--- config.mk ---
export PLATFORM = sky130hd
export DESIGN_NAME = adder_tree_acc
export DESIGN_NICKNAME = d
export VERILOG_FILES = /design/src/rtl/nn_arith_pkg.sv /design/src/rtl/adder_tree_stage.sv /design/src/rtl/adder_tree_acc.sv
export SDC_FILE = /design/constraint.sdc
export NUM_CORES = 1
export LEC_CHECK = 0
export ABC_AREA = 1
export CAP_MARGIN = 20
export CORE_MARGIN = 2
export CORE_UTILIZATION = 40
export CTS_BUF_LIST = sky130_fd_sc_hd__clkbuf_8
export CTS_CLUSTER_SIZE = 14
export DETAILED_ROUTE_END_ITERATION = 8
export PLACE_DENSITY = 0.64
export SLEW_MARGIN = 10
export SYNTH_ARGS = -nofsm -noshare
export SYNTH_HDL_FRONTEND = slang
export SYNTH_SLANG_ARGS = --single-unit
--- constraint.sdc ---
create_clock -name clk -period 3.2 [get_ports clk]
set_input_delay 0.64 -clock clk [delete_from_list [all_inputs] [get_ports clk]]
set_output_delay 0.64 -clock clk [all_outputs]
set_load 0.005 [all_outputs]
--- src/rtl/nn_arith_pkg.sv ---
// Shared arithmetic helpers for the adder tree accumulator: accumulator FSM
// state encoding, a constant log2 and the saturation bound generator.
package nn_arith_pkg;

  // Accumulator FSM states: IDLE holds no partial group, ACC holds one.
  typedef enum logic [0:0] {
    ST_IDLE = 1'b0,
    ST_ACC  = 1'b1
  } acc_state_e;

  // Ceiling log2, used at elaboration to size the tree depth.
  function automatic int clog2_f(input int n);
    int r;
    r = 0;
    for (int i = 0; i < 32; i++) begin
      if ((1 << r) < n) r = r + 1;
    end
    return r;
  endfunction

  // Two's-complement bound for a w-bit signed value, returned in 64 bits.
  // neg=1 gives -2^(w-1), neg=0 gives 2^(w-1)-1; callers keep the low w bits.
  function automatic logic [63:0] sat_bound(input int w, input logic neg);
    logic [63:0] one;
    one = 64'd1;
    if (neg) return ~((one << (w - 1)) - one);
    return (one << (w - 1)) - one;
  endfunction

endpackage

--- src/rtl/adder_tree_stage.sv ---
// One registered level of the adder tree: PAIRS independent pairwise adds of
// W-bit signed lanes into (W+1)-bit lanes, so the level can never overflow.
// Valid and last travel with the data; flush drops whatever is in the level.
module adder_tree_stage #(
  parameter int W     = 8,
  parameter int PAIRS = 2
) (
  input  logic                   clk,
  input  logic                   rst_n,
  input  logic                   flush,
  input  logic                   in_valid,
  input  logic                   in_last,
  input  logic [2*PAIRS*W-1:0]   in_data,
  output logic                   out_valid,
  output logic                   out_last,
  output logic [PAIRS*(W+1)-1:0] out_data
);

  logic [PAIRS*(W+1)-1:0] sum_c;

  // Sign-extend each lane of a pair by one bit and add.
  always_comb begin
    sum_c = '0;
    for (int j = 0; j < PAIRS; j++) begin
      sum_c[j*(W+1) +: W+1] =
        {in_data[2*j*W + W - 1], in_data[2*j*W +: W]} +
        {in_data[(2*j+1)*W + W - 1], in_data[(2*j+1)*W +: W]};
    end
  end

  // Level register; reset and flush both empty it.
  always_ff @(posedge clk) begin
    if (!rst_n || flush) begin
      out_valid <= 1'b0;
      out_last  <= 1'b0;
      out_data  <= '0;
    end else begin
      out_valid <= in_valid;
      out_last  <= in_last;
      out_data  <= sum_c;
    end
  end

endmodule

--- src/rtl/adder_tree_acc.sv ---
// Adder tree accumulator: sums NUM_IN signed lanes per beat through a
// registered binary tree, then accumulates beats into groups closed by
// in_last. Result latency from a last beat to out_valid is log2(NUM_IN)+1.
// Optional build macro ADDER_TREE_SAT_EN: saturate instead of wrap.
//
// Handshake: in_valid qualifies in_data/in_last for the cycle it is high;
// there is no ready, every valid beat is accepted. out_valid is a one-cycle
// pulse with no ready; out_data/out_ovf hold their value between pulses.
module adder_tree_acc
  import nn_arith_pkg::*;
#(
  parameter int INP_WIDTH = 8,
  parameter int OUT_WIDTH = 16,
  parameter int NUM_IN    = 4
) (
  input  logic                        clk,
  input  logic                        rst_n,
  input  logic                        in_valid,
  input  logic [NUM_IN*INP_WIDTH-1:0] in_data,
  input  logic                        in_last,
  input  logic                        acc_clr,
  output logic                        out_valid,
  output logic [OUT_WIDTH-1:0]        out_data,
  output logic                        out_ovf,
  output acc_state_e                  dbg_state
);

  localparam int L  = clog2_f(NUM_IN);
  localparam int TW = INP_WIDTH + L;
  localparam int M  = OUT_WIDTH - 1;

  // Offset of tree level s inside the flat level bus; level s holds
  // NUM_IN>>s lanes of INP_WIDTH+s bits, level 0 being the raw input.
  function automatic int lvl_off(input int s);
    int off;
    off = 0;
    for (int i = 0; i < s; i++) off = off + (NUM_IN >> i) * (INP_WIDTH + i);
    return off;
  endfunction

  localparam int BUS_W   = lvl_off(L + 1);
  localparam int TREE_AT = lvl_off(L);

`ifdef ADDER_TREE_SAT_EN
  localparam logic [63:0]          BOUND_MAX = sat_bound(OUT_WIDTH, 1'b0);
  localparam logic [63:0]          BOUND_MIN = sat_bound(OUT_WIDTH, 1'b1);
  localparam logic [OUT_WIDTH-1:0] SAT_MAX   = BOUND_MAX[OUT_WIDTH-1:0];
  localparam logic [OUT_WIDTH-1:0] SAT_MIN   = BOUND_MIN[OUT_WIDTH-1:0];
`endif

  logic [BUS_W-1:0] lvl_bus;
  logic [L:0]       lvl_valid;
  logic [L:0]       lvl_last;

  assign lvl_bus[NUM_IN*INP_WIDTH-1:0] = in_data;
  assign lvl_valid[0]                  = in_valid;
  assign lvl_last[0]                   = in_last;

  // acc_clr flushes every level, including the beat presented with it.
  genvar s;
  for (s = 0; s < L; s++) begin : g_lvl
    localparam int W       = INP_WIDTH + s;
    localparam int P       = NUM_IN >> (s + 1);
    localparam int OFF_IN  = lvl_off(s);
    localparam int OFF_OUT = lvl_off(s + 1);
    adder_tree_stage #(
      .W     (W),
      .PAIRS (P)
    ) u_stage (
      .clk       (clk),
      .rst_n     (rst_n),
      .flush     (acc_clr),
      .in_valid  (lvl_valid[s]),
      .in_last   (lvl_last[s]),
      .in_data   (lvl_bus[OFF_IN +: 2*P*W]),
      .out_valid (lvl_valid[s+1]),
      .out_last  (lvl_last[s+1]),
      .out_data  (lvl_bus[OFF_OUT +: P*(W+1)])
    );
  end

  logic                 tree_valid;
  logic                 tree_last;
  logic [TW-1:0]        tree_sum;
  logic [OUT_WIDTH-1:0] beat;
  logic                 narrow_lost;

  assign tree_valid = lvl_valid[L];
  assign tree_last  = lvl_last[L];
  assign tree_sum   = lvl_bus[TREE_AT +: TW];

  // Bring the tree sum to accumulator width; only the truncating case can
  // lose information, detected by the dropped top bits not all matching sign.
  if (TW > OUT_WIDTH) begin : g_trunc
    logic [TW-OUT_WIDTH:0] top;
    assign top         = tree_sum[TW-1:OUT_WIDTH-1];
    assign narrow_lost = !((&top) || !(|top));
`ifdef ADDER_TREE_SAT_EN
    assign beat = narrow_lost ? (tree_sum[TW-1] ? SAT_MIN : SAT_MAX)
                              : tree_sum[OUT_WIDTH-1:0];
`else
    assign beat = tree_sum[OUT_WIDTH-1:0];
`endif
  end else if (TW == OUT_WIDTH) begin : g_same
    assign narrow_lost = 1'b0;
    assign beat        = tree_sum;
  end else begin : g_sext
    assign narrow_lost = 1'b0;
    assign beat        = {{(OUT_WIDTH-TW){tree_sum[TW-1]}}, tree_sum};
  end

  acc_state_e           state_q, state_d;
  logic [OUT_WIDTH-1:0] acc_q, acc_d;
  logic                 flag_q, flag_d;
  logic [OUT_WIDTH-1:0] base;
  logic [OUT_WIDTH-1:0] sum_w;
  logic [OUT_WIDTH-1:0] add_res;
  logic                 add_ovf;
  logic                 beat_ovf;
  logic                 emit;

  assign dbg_state = state_q;

  // Accumulator datapath and FSM next state. From IDLE the beat is added to
  // zero, so the same adder covers both load and accumulate.
  always_comb begin
    base     = (state_q == ST_ACC) ? acc_q : '0;
    sum_w    = base + beat;
    add_ovf  = (base[M] == beat[M]) && (sum_w[M] != base[M]);
`ifdef ADDER_TREE_SAT_EN
    add_res  = add_ovf ? (base[M] ? SAT_MIN : SAT_MAX) : sum_w;
`else
    add_res  = sum_w;
`endif
    beat_ovf = narrow_lost | add_ovf;
    state_d  = state_q;
    acc_d    = acc_q;
    flag_d   = flag_q;
    emit     = 1'b0;
    if (acc_clr) begin
      state_d = ST_IDLE;
      acc_d   = '0;
      flag_d  = 1'b0;
    end else if (tree_valid) begin
      if (tree_last) begin
        emit    = 1'b1;
        state_d = ST_IDLE;
        acc_d   = '0;
        flag_d  = 1'b0;
      end else begin
        state_d = ST_ACC;
        acc_d   = add_res;
        flag_d  = flag_q | beat_ovf;
      end
    end
  end

  // FSM state, running sum and sticky overflow flag.
  always_ff @(posedge clk) begin
    if (!rst_n) begin
      state_q <= ST_IDLE;
      acc_q   <= '0;
      flag_q  <= 1'b0;
    end else begin
      state_q <= state_d;
      acc_q   <= acc_d;
      flag_q  <= flag_d;
    end
  end

  // Result register: pulse on group close, hold data and flag otherwise.
  always_ff @(posedge clk) begin
    if (!rst_n) begin
      out_valid <= 1'b0;
      out_data  <= '0;
      out_ovf   <= 1'b0;
    end else begin
      out_valid <= emit;
      if (emit) begin
        out_data <= add_res;
        out_ovf  <= flag_q | beat_ovf;
      end
    end
  end

endmodule

# After elaboration in Yosys (flattened, before gate mapping)
# Cells that the tools add are included.
dict set report totals {
  register_bits 68
  input_bits 37
  word_cells 31
}
dict set report op_classes {
  addsub 4
  eq_ne 2
  muxes 7
  bitwise 2
  reduce_logical 4
}
# operator n
set ops {}
lappend ops {{16-bit two-way mux} 2}
lappend ops {{8-bit by 8-bit adder with 9-bit output} 2}
lappend ops {{16-bit adder} 1}
lappend ops {{9-bit by 9-bit adder with 10-bit output} 1}
lappend ops {{1-bit two-way mux} 5}
lappend ops {{2-bit OR reduction} 1}
lappend ops {{1-bit == test} 1}
lappend ops {{1-bit logical AND} 1}
lappend ops {{1-bit logical NOT} 1}
lappend ops {{1-bit logical OR} 1}
lappend ops {{1-bit != test} 1}
lappend ops {{1-bit NOT} 1}
lappend ops {{1-bit bitwise OR} 1}

# Depth between registers and ports, before layout
dict set report logic_depth {
  depth_word 6
  depth_mapped 16
  depth_no_buf 15
}

# Modules after synthesis
# From an unflattened synthesis, not the netlist that was laid out.
dict set report hier_totals {
  cells_unflattened 688
  area_unflattened_um2 4434.3
}
# mod n_inst cells_per_inst area_each_um2 seq_area_each_um2
set modules_own_cells {}
lappend modules_own_cells {adder_tree_acc 1 396 2392.3 720.7}
lappend modules_own_cells {{adder_tree_stage (g_lvl[0].u_stage)} 1 190 1305.0 400.4}
lappend modules_own_cells {{adder_tree_stage (g_lvl[1].u_stage)} 1 102 737.0 240.2}

# Least setup slack after synthesis
# Ideal clock, no wire load.
dict set report synth_path {
  path_type {register -> register}
  from {register state_q, in the netlist dbg_state}
  to {register out_ovf}
  setup_ns 0.119
  arrival_time_ns 1.887
  setup_slack_ns 1.195
  path_stages_with_launch 16
  n_path_buf 2
  cell_sequence {dfxtp_1 -> buf_2 -> clkbuf_1 -> nand2_1 -> inv_1 -> ha_1 -> nand2_1 -> inv_2 -> nand2_1 -> nand2_1 -> a21oi_2 -> nand2_1 -> nand2_1 -> nand3_1 -> nor2_1 -> nor2_2}
}
dict set report synth_via {
  elab_chain_cells 5
}
# element line_no
set synth_lines {}
lappend synth_lines {{from (decl)} adder_tree_acc.sv:112} ;# acc_state_e state_q, state_d;
lappend synth_lines {{from (signal assigned)} adder_tree_acc.sv:165} ;# state_q <= state_d;
lappend synth_lines {{16-bit two-way mux (*)} adder_tree_acc.sv:127} ;# base = (state_q == ST_ACC) ? acc_q : '0;
lappend synth_lines {{16-bit adder} adder_tree_acc.sv:128} ;# sum_w = base + beat;
lappend synth_lines {{1-bit != test} adder_tree_acc.sv:129} ;# add_ovf = (base[M] == beat[M]) && (sum_w[M] != base[M]);
lappend synth_lines {{1-bit logical AND (*)} adder_tree_acc.sv:129}
lappend synth_lines {{1-bit bitwise OR (*)} adder_tree_acc.sv:181} ;# out_ovf <= flag_q | beat_ovf;
lappend synth_lines {{to (signal assigned)} adder_tree_acc.sv:181}
lappend synth_lines {{to (decl)} adder_tree_acc.sv:24} ;# output logic out_ovf,
# Mark *: on every way between the ends. The rest lies on a longest branch, timed or not.
# A chain may end at the register's enable or synchronous reset.

# Final worst setup path
dict set report layout_path {
  from {register state_q, in the netlist dbg_state}
  to {output port dbg_state}
}
# element line_no
set layout_lines {}
lappend layout_lines {{to (decl)} adder_tree_acc.sv:25} ;# output acc_state_e dbg_state
# No word-level cell between the ends.

==> out/qor.log <==
qor: synthesis.yosys_warnings 0
qor: setup_path.path_max_fanout 14
qor: clock_tree.postCtsSetupRepairBufs 0
qor: power.switching_share 25.9%
qor: timing.layout_worst_path_cycle_share 67.8%
qor: route.route.antenna.remaining_nets 0
qor: synthesis.synth_top_cell_by_area dfxtp_1
qor: clock_tree.tritoncts.num_buffers 9
qor: placed_design.buffer_ports.inserted 55
qor: timing.relative_max_transition_margin 72.3%
qor: floorplanning.num_rows 37
qor: synthesis.post_synth_main_area_contributors dfxtp_1, nand2_1, ha_1, inv_1, a21oi_1
qor: final_layout.final.fill_count 1,085
qor: clock_tree.h-tree-depth 3
qor: timing.tightestPinTransition 415 ps
qor: outcome.outcome finished clean
qor: power.cellInternalPower 0.00143 W
qor: power.netSwitchingPower 0.000500 W
qor: placed_design.routabilityCongestion 0.864
qor: timing.min_period 2170 ps
qor: setup_path.critPathKind flip-flop to output port
qor: global_route.global_route_wire_length_before_repair 16,200 µm
qor: power.power_per_cell_area 370 nW/µm²
qor: clock_tree.clock_tree.buffer_depth 2
qor: power.leakagePower 2.64 nW
qor: route.wire_per_inst 11.0 µm
qor: setup_path.critPathLaunchType flip-flop
qor: setup_path.worstSetupEndpointType output port
qor: final_layout.seqCellArea 1360 µm²
qor: timing.rsz0062_at_grt no
qor: synthesis.netlist_area 4300 µm²
qor: timing.fmaxAchievable 461 MHz
qor: global_route.largest_net_degree_at_the_start_of_global_routing 29
qor: synthesis.asyncSetResetFlopFracSynth 0%
qor: clock_tree.worstSkewPairLatency 350 ps
qor: power.clock_power_share 40.6%
qor: floorplanning.floorplan.die_area 11,600 µm²
qor: final_layout.final_common_cell nand2_1
qor: synthesis.postSynthCellCount 636
qor: timing.fin_skew 11.6 ps
qor: final_layout.synthesis_to_finish_area_growth 21.2%
qor: floorplanning.die_h 108 µm
qor: flow_run.max_cap_violations 0
qor: route.vias_per_cell 4.79
qor: floorplanning.pin_count 56
qor: synthesis.number_of_enable_type_register_cells_in_the_synthesized_netlist 0
qor: timing.slew_violations 0
qor: setup_path.timing.critical_path.arrival 1530 ps
qor: timing.tns 0 ps
qor: route.routed_wirelength 9210 µm
qor: final_layout.multi_input_area 2450 µm²
qor: global_route.antenna_found_initial 0
qor: power.vdd.ir_drop.worst 0.000192 V
qor: timing.finalHoldWorstSlack 409 ps
qor: global_route.grtUsageTotal 17.2%
qor: timing.setup-violations-final 0
qor: clock_tree.post_cts_resized 0
qor: synthesis.synthesis.area_per_instance 6.76 µm²
qor: floorplanning.die_w 108 µm
qor: floorplanning.core 10,400 µm²
qor: power.pwr-share-comb 13.7%
qor: clock_tree.cts.sinks 68
qor: route.via_count_of_the_routed_design 4,002
qor: placed_design.place_hpwl 7170 µm
qor: final_layout.mostFrequentLayoutCells nand2_1, inv_1, dfxtp_1
qor: global_route.via_count_of_the_first_global_routing_pass 3,763
qor: synthesis.synth.distinct_cells 39
qor: synthesis.synth.ff_latch_count 68
qor: route.detail_route.first_pass.iterations 5
qor: synthesis.synthDominantCellAreaShare 31.7%
qor: final_layout.layout.nets 775
qor: clock_tree.clk_root_buffer_cell clkbuf_8
qor: setup_path.data_required_time_at_the_worst_endpoint 2560 ps
qor: final_layout.insertedDiodeCount 0
qor: synthesis.yosys_most_used_dff dfxtp_1
qor: placed_design.post_dp_cell_area 4980 µm²
qor: global_route.grt-ovfl-total 0
qor: power.fin_total_pwr 0.00193 W
qor: synthesis.synth_seq_area_share 31.7%
qor: clock_tree.tritoncts yes
qor: final_layout.post_route_design_area 5210 µm²
qor: route.drcViolationCount 0
qor: hold_path.worstHoldPathType flip-flop to flip-flop
qor: power.seqPwrFrac 45.6%
qor: synthesis.synth.net_count 717
qor: floorplanning.start_util 41.4%
qor: route.drt_iter0_markers 201
qor: clock_tree.clk_pin_slew_worst_paths 80 ps
qor: final_layout.postLayoutCoreUtil 50.2%
qor: clock_tree.cts_hold_buffers 0
qor: final_layout.drive_gt1_share 7.30%
qor: timing.hold_viol 0
==> area by class of cell <==
cell class | instances | area share [%]
clock inverter | 7 | 1.90
sequential | 68 | 26.1
multi-input combinational | 443 | 47.0
clock buffer | 9 | 2.38
timing repair buffer | 59 | 11.1
inverter | 113 | 8.15
tap | 136 | 3.27
==> power groups by stage <==
| stage | clock [W] | sequential, W | combinational, W |
|---|---|---|---|
| floorplan | 0 | 0.000896 | 0.000173 |
| CTS | 0.000810 | 0.000881 | 0.000266 |
| detailed placement | 0 | 0.000901 | 0.000264 |
| global placement | 0 | 0.000900 | 0.000261 |
| global route | 0.000844 | 0.000883 | 0.000305 |
| finish | 0.000784 | 0.000880 | 0.000265 |
==> final timing paths <==
kind | start | endpoint | slack, ps | depth (start not counted)
setup / recovery | dbg_state | dbg_state | 1030 | 2
hold / removal | g_lvl[0].u_stage.out_last | g_lvl[1].u_stage.out_last | 410 | 2
setup reg to reg | dbg_state | out_data[12] | 1060 | 13
hold reg to reg | g_lvl[0].u_stage.out_last | g_lvl[1].u_stage.out_last | 410 | 2
==> flip-flops by register name, indices dropped and copies added (netlist names) <==
name and cells:
g_lvl.u_stage.out_valid 2, g_lvl.u_stage.out_last 2, out_valid 1, acc_q 16, flag_q 1, g_lvl.u_stage.out_data 28
out_ovf 1, dbg_state 1, out_data 16
==> kinds of logic (layout without fill, tap and decap cells) <==
kind of cell / Yosys count / in the layout / synth area share [%]
simple gates: 286 / 286 / 28.9
buf+inv: 125 / 188 / 11.4
compound gates: 108 / 108 / 13.5
flops: 68 / 68 / 31.7
fa+ha+maj: 44 / 44 / 13.5
xor+xnor: 5 / 5 / 1.02
==> Yosys cell counts, drive strengths merged, types with 4 or more instances <==
library cell and instances:
a21oi 70, buf 7, clkbuf 5, dfxtp 68, fa 4, ha 40, inv 113, nand2 180
nand3 36, nand4 5, nor2 54, nor3 6, o21ai 29
==> critical path, stage by stage (launching register included) <==
cell and delay (ps):
dfxtp_1 400, buf_4 250, clkdlybuf4s50_1 530
==> stage by stage <==
step,setup WS (ps),instances
floorplan,1190,636
global placement,726,819
detailed placement,697,819
CTS,997,835
global route,833,835
finish,1030,835
==> metal layers <==
| layer | vias up | global-route usage, % | routed length (µm) |
|---|---|---|---|
| li1 | 2128 | - | - |
| met1 | 1796 | 21.7 | 4460 |
| met2 | 63 | 29.9 | 4340 |
| met3 | 15 | 3.45 | 288 |
| met4 | 0 | 4.67 | 123 |
| met5 | - | 0 | 0 |
No activity file was read; power rests on OpenSTA's default activity.
